### src/rtl/adder_share_ctrl_pkg.sv
// Shared constants and pipeline bundle types for the shared prefix-adder controller.
package adder_share_ctrl_pkg;

    // Datapath width taken from the main define set; must stay a multiple of 8.
    localparam int LEN_DATA = 32;

    // Width of the opaque tag each requester attaches to its operation.
    localparam int TAG_W = 4;

    // Owner encodings, one per requester port.
    localparam logic OWNER_ALU = 1'b0;
    localparam logic OWNER_AGU = 1'b1;

    // Operand register contents: b is already conditioned for subtract.
    typedef struct packed {
        logic                owner;
        logic [TAG_W-1:0]    tag;
        logic                cin;
        logic [LEN_DATA-1:0] b;
        logic [LEN_DATA-1:0] a;
    } op_bundle_t;

    // Result register contents, packed as {owner, tag, ovf, cout, sum}.
    typedef struct packed {
        logic                owner;
        logic [TAG_W-1:0]    tag;
        logic                ovf;
        logic                cout;
        logic [LEN_DATA-1:0] sum;
    } res_bundle_t;

endpackage

### src/rtl/adder_prefix_core.sv
// Combinational Kogge-Stone parallel-prefix adder with carry-in and carry-out.
module adder_prefix_core #(
    parameter int WIDTH = 32
) (
    input  logic [WIDTH-1:0] a,
    input  logic [WIDTH-1:0] b,
    input  logic             cin,
    output logic [WIDTH-1:0] sum,
    output logic             cout
);

    localparam int LEVELS = $clog2(WIDTH);

    logic [WIDTH-1:0] gen_l  [LEVELS+1];
    logic [WIDTH-1:0] prop_l [LEVELS+1];
    logic [WIDTH:0]   carry;

    assign gen_l[0]  = a & b;
    assign prop_l[0] = a ^ b;

    // Each level merges group generate/propagate with the group 2^l bits below.
    for (genvar l = 0; l < LEVELS; l++) begin : g_level
        localparam int DIST = 1 << l;
        for (genvar i = 0; i < WIDTH; i++) begin : g_bit
            if (i >= DIST) begin : g_merge
                assign gen_l[l+1][i]  = gen_l[l][i] | (prop_l[l][i] & gen_l[l][i-DIST]);
                assign prop_l[l+1][i] = prop_l[l][i] & prop_l[l][i-DIST];
            end else begin : g_pass
                assign gen_l[l+1][i]  = gen_l[l][i];
                assign prop_l[l+1][i] = prop_l[l][i];
            end
        end
    end

    // Group terms span bit 0 upward, so folding in cin gives every bit's carry.
    assign carry = {gen_l[LEVELS] | (prop_l[LEVELS] & {WIDTH{cin}}), cin};
    assign sum   = prop_l[0] ^ carry[WIDTH-1:0];
    assign cout  = carry[WIDTH];

endmodule

### src/rtl/adder_rr_arb2.sv
// Two-input round-robin arbiter; grant bits do not depend on the same port's request.
module adder_rr_arb2
    import adder_share_ctrl_pkg::*;
(
    input  logic       clk,
    input  logic       rst,
    input  logic [1:0] req,
    input  logic       advance,
    output logic [1:0] gnt
);

    logic ptr;

    // A port is eligible when the other port is idle or the pointer favours it.
    always_comb begin
        gnt    = 2'b00;
        gnt[0] = !req[1] || (ptr == OWNER_ALU);
        gnt[1] = !req[0] || (ptr == OWNER_AGU);
    end

    // After a transfer the pointer moves to the port that lost; refusals leave it alone.
    always_ff @(posedge clk) begin
        if (rst) begin
            ptr <= OWNER_ALU;
        end else if (advance) begin
            ptr <= (req[0] && gnt[0]) ? OWNER_AGU : OWNER_ALU;
        end
    end

endmodule

### src/rtl/adder_share_ctrl.sv
// Shares one prefix adder between the ALU and AGU ports through a 2-stage pipeline.
module adder_share_ctrl
    import adder_share_ctrl_pkg::*;
(
    input  logic                clk,
    input  logic                rst,
    input  logic                req0_valid,
    output logic                req0_ready,
    input  logic [LEN_DATA-1:0] req0_a,
    input  logic [LEN_DATA-1:0] req0_b,
    input  logic                req0_cin,
    input  logic                req0_sub,
    input  logic [TAG_W-1:0]    req0_tag,
    input  logic                req1_valid,
    output logic                req1_ready,
    input  logic [LEN_DATA-1:0] req1_a,
    input  logic [LEN_DATA-1:0] req1_b,
    input  logic                req1_cin,
    input  logic                req1_sub,
    input  logic [TAG_W-1:0]    req1_tag,
    output logic                res_valid,
    input  logic                res_ready,
    output logic [LEN_DATA-1:0] res_sum,
    output logic                res_cout,
    output logic                res_ovf,
    output logic                res_owner,
    output logic [TAG_W-1:0]    res_tag,
    output logic                busy
);

    localparam int MSB = LEN_DATA - 1;

    logic                s1_valid;
    logic                s2_valid;
    op_bundle_t          s1_q;
    op_bundle_t          s1_d;
    res_bundle_t         s2_q;
    res_bundle_t         s2_d;
    logic [1:0]          arb_gnt;
    logic                s2_advance;
    logic                s1_can_load;
    logic                accept0;
    logic                accept1;
    logic                accept_any;
    logic [LEN_DATA-1:0] core_sum;
    logic                core_cout;

    assign s2_advance  = !s2_valid || res_ready;
    assign s1_can_load = !rst && (!s1_valid || s2_advance);
    assign req0_ready  = s1_can_load && arb_gnt[0];
    assign req1_ready  = s1_can_load && arb_gnt[1];
    assign accept0     = req0_valid && req0_ready;
    assign accept1     = req1_valid && req1_ready;
    assign accept_any  = accept0 || accept1;

    adder_rr_arb2 u_arb (
        .clk     (clk),
        .rst     (rst),
        .req     ({req1_valid, req0_valid}),
        .advance (accept_any),
        .gnt     (arb_gnt)
    );

    // Select the granted port and fold subtract into inverted b with carry-in forced to 1.
    always_comb begin
        s1_d = '0;
        if (accept1) begin
            s1_d.a     = req1_a;
            s1_d.b     = req1_sub ? ~req1_b : req1_b;
            s1_d.cin   = req1_sub | req1_cin;
            s1_d.owner = OWNER_AGU;
            s1_d.tag   = req1_tag;
        end else begin
            s1_d.a     = req0_a;
            s1_d.b     = req0_sub ? ~req0_b : req0_b;
            s1_d.cin   = req0_sub | req0_cin;
            s1_d.owner = OWNER_ALU;
            s1_d.tag   = req0_tag;
        end
    end

    // Operand register: refills whenever it is empty or its contents move on.
    always_ff @(posedge clk) begin
        if (rst) begin
            s1_valid <= 1'b0;
            s1_q     <= '0;
        end else if (s1_can_load) begin
            s1_valid <= accept_any;
            if (accept_any) begin
                s1_q <= s1_d;
            end
        end
    end

    adder_prefix_core #(
        .WIDTH (LEN_DATA)
    ) u_core (
        .a    (s1_q.a),
        .b    (s1_q.b),
        .cin  (s1_q.cin),
        .sum  (core_sum),
        .cout (core_cout)
    );

    // Build the result bundle; overflow compares signs of the operands actually added.
    always_comb begin
        s2_d       = '0;
        s2_d.sum   = core_sum;
        s2_d.cout  = core_cout;
        s2_d.ovf   = (s1_q.a[MSB] == s1_q.b[MSB]) && (core_sum[MSB] != s1_q.a[MSB]);
        s2_d.owner = s1_q.owner;
        s2_d.tag   = s1_q.tag;
    end

    // Result register: holds steady under backpressure, otherwise takes the S1 result.
    always_ff @(posedge clk) begin
        if (rst) begin
            s2_valid <= 1'b0;
            s2_q     <= '0;
        end else if (s2_advance) begin
            s2_valid <= s1_valid;
            if (s1_valid) begin
                s2_q <= s2_d;
            end
        end
    end

    assign res_valid = s2_valid;
    assign res_sum   = s2_q.sum;
    assign res_cout  = s2_q.cout;
    assign res_ovf   = s2_q.ovf;
    assign res_owner = s2_q.owner;
    assign res_tag   = s2_q.tag;
    assign busy      = s1_valid | s2_valid;

endmodule

### config.mk
export PLATFORM = sky130hd
export DESIGN_NAME = adder_share_ctrl
export DESIGN_NICKNAME = d
export VERILOG_FILES = /design/src/rtl/adder_share_ctrl_pkg.sv /design/src/rtl/adder_prefix_core.sv /design/src/rtl/adder_rr_arb2.sv /design/src/rtl/adder_share_ctrl.sv
export SDC_FILE = /design/constraint.sdc
export NUM_CORES = 1
export LEC_CHECK = 0
export BUFFER_PORTS_ARGS = -buffer_cell sky130_fd_sc_hd__buf_4
export CORE_MARGIN = 3
export CORE_UTILIZATION = 42
export CTS_BUF_LIST = sky130_fd_sc_hd__clkbuf_16
export CTS_CLUSTER_DIAMETER = 60
export DETAILED_ROUTE_END_ITERATION = 8
export GPL_TIMING_DRIVEN = 0
export PLACE_DENSITY = 0.66
export RECOVER_POWER = 25
export SYNTH_ARGS = -nofsm -noshare
export SYNTH_HDL_FRONTEND = slang
export SYNTH_SLANG_ARGS = --single-unit
### constraint.sdc
create_clock -name clk -period 6.5 [get_ports clk]
set_input_delay 0.325 -clock clk [delete_from_list [all_inputs] [get_ports clk]]
set_output_delay 0.325 -clock clk [all_outputs]
set_load 0.1 [all_outputs]
==> out/qor.yml <==
cp.required_ns: 6.78
grt_pass1_wl_um: 32700
grt.overflow.total: 0
power.switching_uw: 652
worst-path-max-fanout: 10
drive_gt1_share_pct: 17.3
wl_per_cell_um: 16.4
synth-async-reset-ratio_pct: 0
gp_congestion: 0.908
max_freq_mhz: 357
hp-start: "req1_a[4]"
area_delta_synth_final_pct: 26.4
hold_path.class: "input pin to register"
status: "finished, final reports clean"
reg2reg_slack_ns: 3.70
numCtsBuffers: 9
finalWirelength_um: 20600
multi_input_area_mm2: 0.00431
nNetsFinal: 1221
synth_cell_type_count: 57
insertion_delay_ns: 0.36
viasPerCell: 5.20
h-tree-depth: 3
slew_headroom_pct: 17.1
hold_violations: 0
io_buffers: 185
endpoint_kind: "register"
synth_top_area_share_pct: 32.9
post_cts_buffers: 0
die_h_um: 133
worstSetupEndpoint: "s1_q[57]$_SDFFE_PP0P_"
setup_tns_ns: 0
hold_ws_ns: 0.256
skew_ns: 0.00990
cts_tree: "built"
fin_crit_sh_pct: 43.1
synth_ff_type: "dfxtp_1"
rsz0062_at_grt: "false"
seqPwrFrac_pct: 41.6
cts_hold_buffers: 0
dieArea_mm2: 0.0178
cts_buffer_depth: 2
critPathLaunchType: "register"
arrival_ns: 3.08
synth_seq_cells: 112
cts-root-buf: "clkbuf_16"
synth_edf_count: 0
pin_count: 188
register_area_mm2: 0.00224
post_cts_resized: 0
critPathKind: "register to register"
pwr-share-clk_pct: 29.3
ys_top_cells_by_area: "dfxtp_1, nand2_1, a21oi_1"
clkTransAtPathRegs_ns: 0.08
synth_cells: 847
design.core.area_mm2: 0.0155
drc: 0
synthesis.nets: 1025
dp_hpwl_um: 16600
yosys.area.top_type: "dfxtp_1"
ys_seq_area_share_pct: 32.9
vias: 6547
dp_slack_ns: 3.67
rr_worst_depth: 9
ant_nets: 0
track_usage_pct: 22.8
antenna_found_initial: 0
diodes: 0
grt_start_max_net_pins: 21
drt_pass1_iterations: 5
cap_violations: 0
power_density_mw_per_mm2: 216
final_max_slew_viol_count: 0
cp-startpoint: "res_valid$_SDFFE_PP0N_"
final_util_pct: 55.4
synth_area_mm2: 0.00681
max-vdd-ir-drop_mv: 0.121
clock-sinks: 112
grt_pass1_vias: 6248
p_int_uw: 1200
worstReg2RegStart: "res_valid$_SDFFE_PP0N_"
chipWidth_um: 133
swShare_pct: 35.2
drt_iter0_drc: 395
setup_slack_ns: 3.70
synth_warnings: 0
syn-mean-instance-area_um2: 8.03
leakage_uw: 0.00362
fillers: 1618
tightest_slew_ns: 1.25
report.final.setup_viol: 0
row_count: 45
start_util_pct: 43.8
r2r_end: "s1_q[57]$_SDFFE_PP0P_"
finalCriticalPeriod_ns: 2.80
combPwrFrac_pct: 29.1
==> layout make-up <==
| type | count | area share (%) |
|---|---|---|
| multi-input combinational | 669 | 50.1 |
| sequential | 112 | 26.1 |
| timing repair buffer | 185 | 14.5 |
| tap | 211 | 3.07 |
| clock buffer | 9 | 2.62 |
| buffer | 58 | 2.62 |
| clock inverter | 7 | 0.742 |
| inverter | 8 | 0.349 |
==> worst min-delay path by stage <==
stage / endpoint / slack, ns / cells after the start
floorplan: res_tag[0]$_SDFFE_PP0P_ / 0.43 / 2
global placement: res_sum[28]$_SDFFE_PP0P_ / 0.44 / 2
detailed placement: res_sum[21]$_SDFFE_PP0P_ / 0.44 / 2
CTS: s1_q[4]$_SDFFE_PP0P_ / 0.25 / 3
global route: s1_q[23]$_SDFFE_PP0P_ / 0.26 / 3
finish: s1_q[4]$_SDFFE_PP0P_ / 0.26 / 3
==> worst max-delay path, stage by stage, from the launching register on <==
cell	delay, ns
dfxtp_1	0.35
nor2b_1	0.28
nand2_1	0.13
nand2_1	0.18
a21oi_1	0.08
nand2_1	0.19
clkbuf_1	0.53
clkbuf_1	0.53
o211ai_1	0.25
a21oi_1	0.20
==> power by group through the flow <==
stage               Combinational, uW  Sequential [uW]  Clock [uW]
CTS                               549              771         553
finish                            539              772         543
global route                      588              778         583
global placement                  543              786           0
detailed placement                546              788           0
floorplan                         289              862           0
==> registers in the layout, indices dropped and copies added, names as in the netlist <==
| register | cells |
|---|---|
| res_owner | 1 |
| res_tag | 4 |
| res_valid | 1 |
| res_sum | 32 |
| s1_q | 70 |
| res_cout | 1 |
| res_ovf | 1 |
| u_arb.ptr | 1 |
| s1_valid | 1 |
==> per-stage QoR <==
stage	cells	total power, uW	area, um^2
floorplan	847	1150	6810
global placement	1243	1330	8460
detailed placement	1243	1330	8460
CTS	1259	1870	8750
global route	1259	1950	8600
finish	1259	1850	8600
==> Yosys cell counts (4+ instances only) <==
cell,count
a21oi_1,88
ha_1,32
nand3_1,13
xor2_1,43
clkbuf_1,46
nor2b_1,6
o21ai_0,26
a21o_1,6
a31oi_1,7
buf_1,8
xnor2_1,45
o21a_1,9
inv_1,8
dfxtp_1,112
nand4_1,4
o211ai_1,35
nor2_1,73
mux2i_1,37
nor3_1,10
nand2_1,137
a211oi_1,42
o21ai_1,9
==> cell usage in the layout (no fill, tap or decap), types with 8 or more instances in the layout <==
| cell type | count |
|---|---|
| o21ai_1 | 9 |
| a211oi_1 | 42 |
| o21a_1 | 9 |
| xnor2_1 | 45 |
| clkbuf_16 | 9 |
| o211ai_1 | 35 |
| buf_1 | 8 |
| ha_1 | 32 |
| nand3_1 | 13 |
| o21ai_0 | 26 |
| nor3_1 | 10 |
| nor2_1 | 73 |
| a21oi_1 | 88 |
| xor2_1 | 43 |
| mux2i_1 | 37 |
| inv_1 | 8 |
| buf_4 | 148 |
| nand2_1 | 137 |
| dfxtp_1 | 112 |
| clkbuf_1 | 84 |
==> cell families (layout without fill, tap and decap cells) <==
group | Yosys count | count (layout) | synth area share, %
AO/OA/AOI/OAI | 251 | 251 | 24.5
XOR/XNOR | 88 | 88 | 11.3
adder cells (fa/ha/maj) | 33 | 33 | 6.18
buffers and inverters | 66 | 267 | 3.75
flip-flops | 112 | 112 | 32.9
multiplexers | 37 | 37 | 5.44
AND/OR/NAND/NOR | 260 | 260 | 15.8
==> per-layer routing <==
metal  up-vias  global-route usage [%]  share of wire (%)  wire (um)
met5         -                       0                  0          0
met4         0                    5.89                1.7        346
met3        22                    5.02                7.5       1550
met2       223                    35.1                 43       8760
met1      2920                    32.3                 48       9940
li1       3382                       -                  -          -
(Power assumes the default switching activity.)
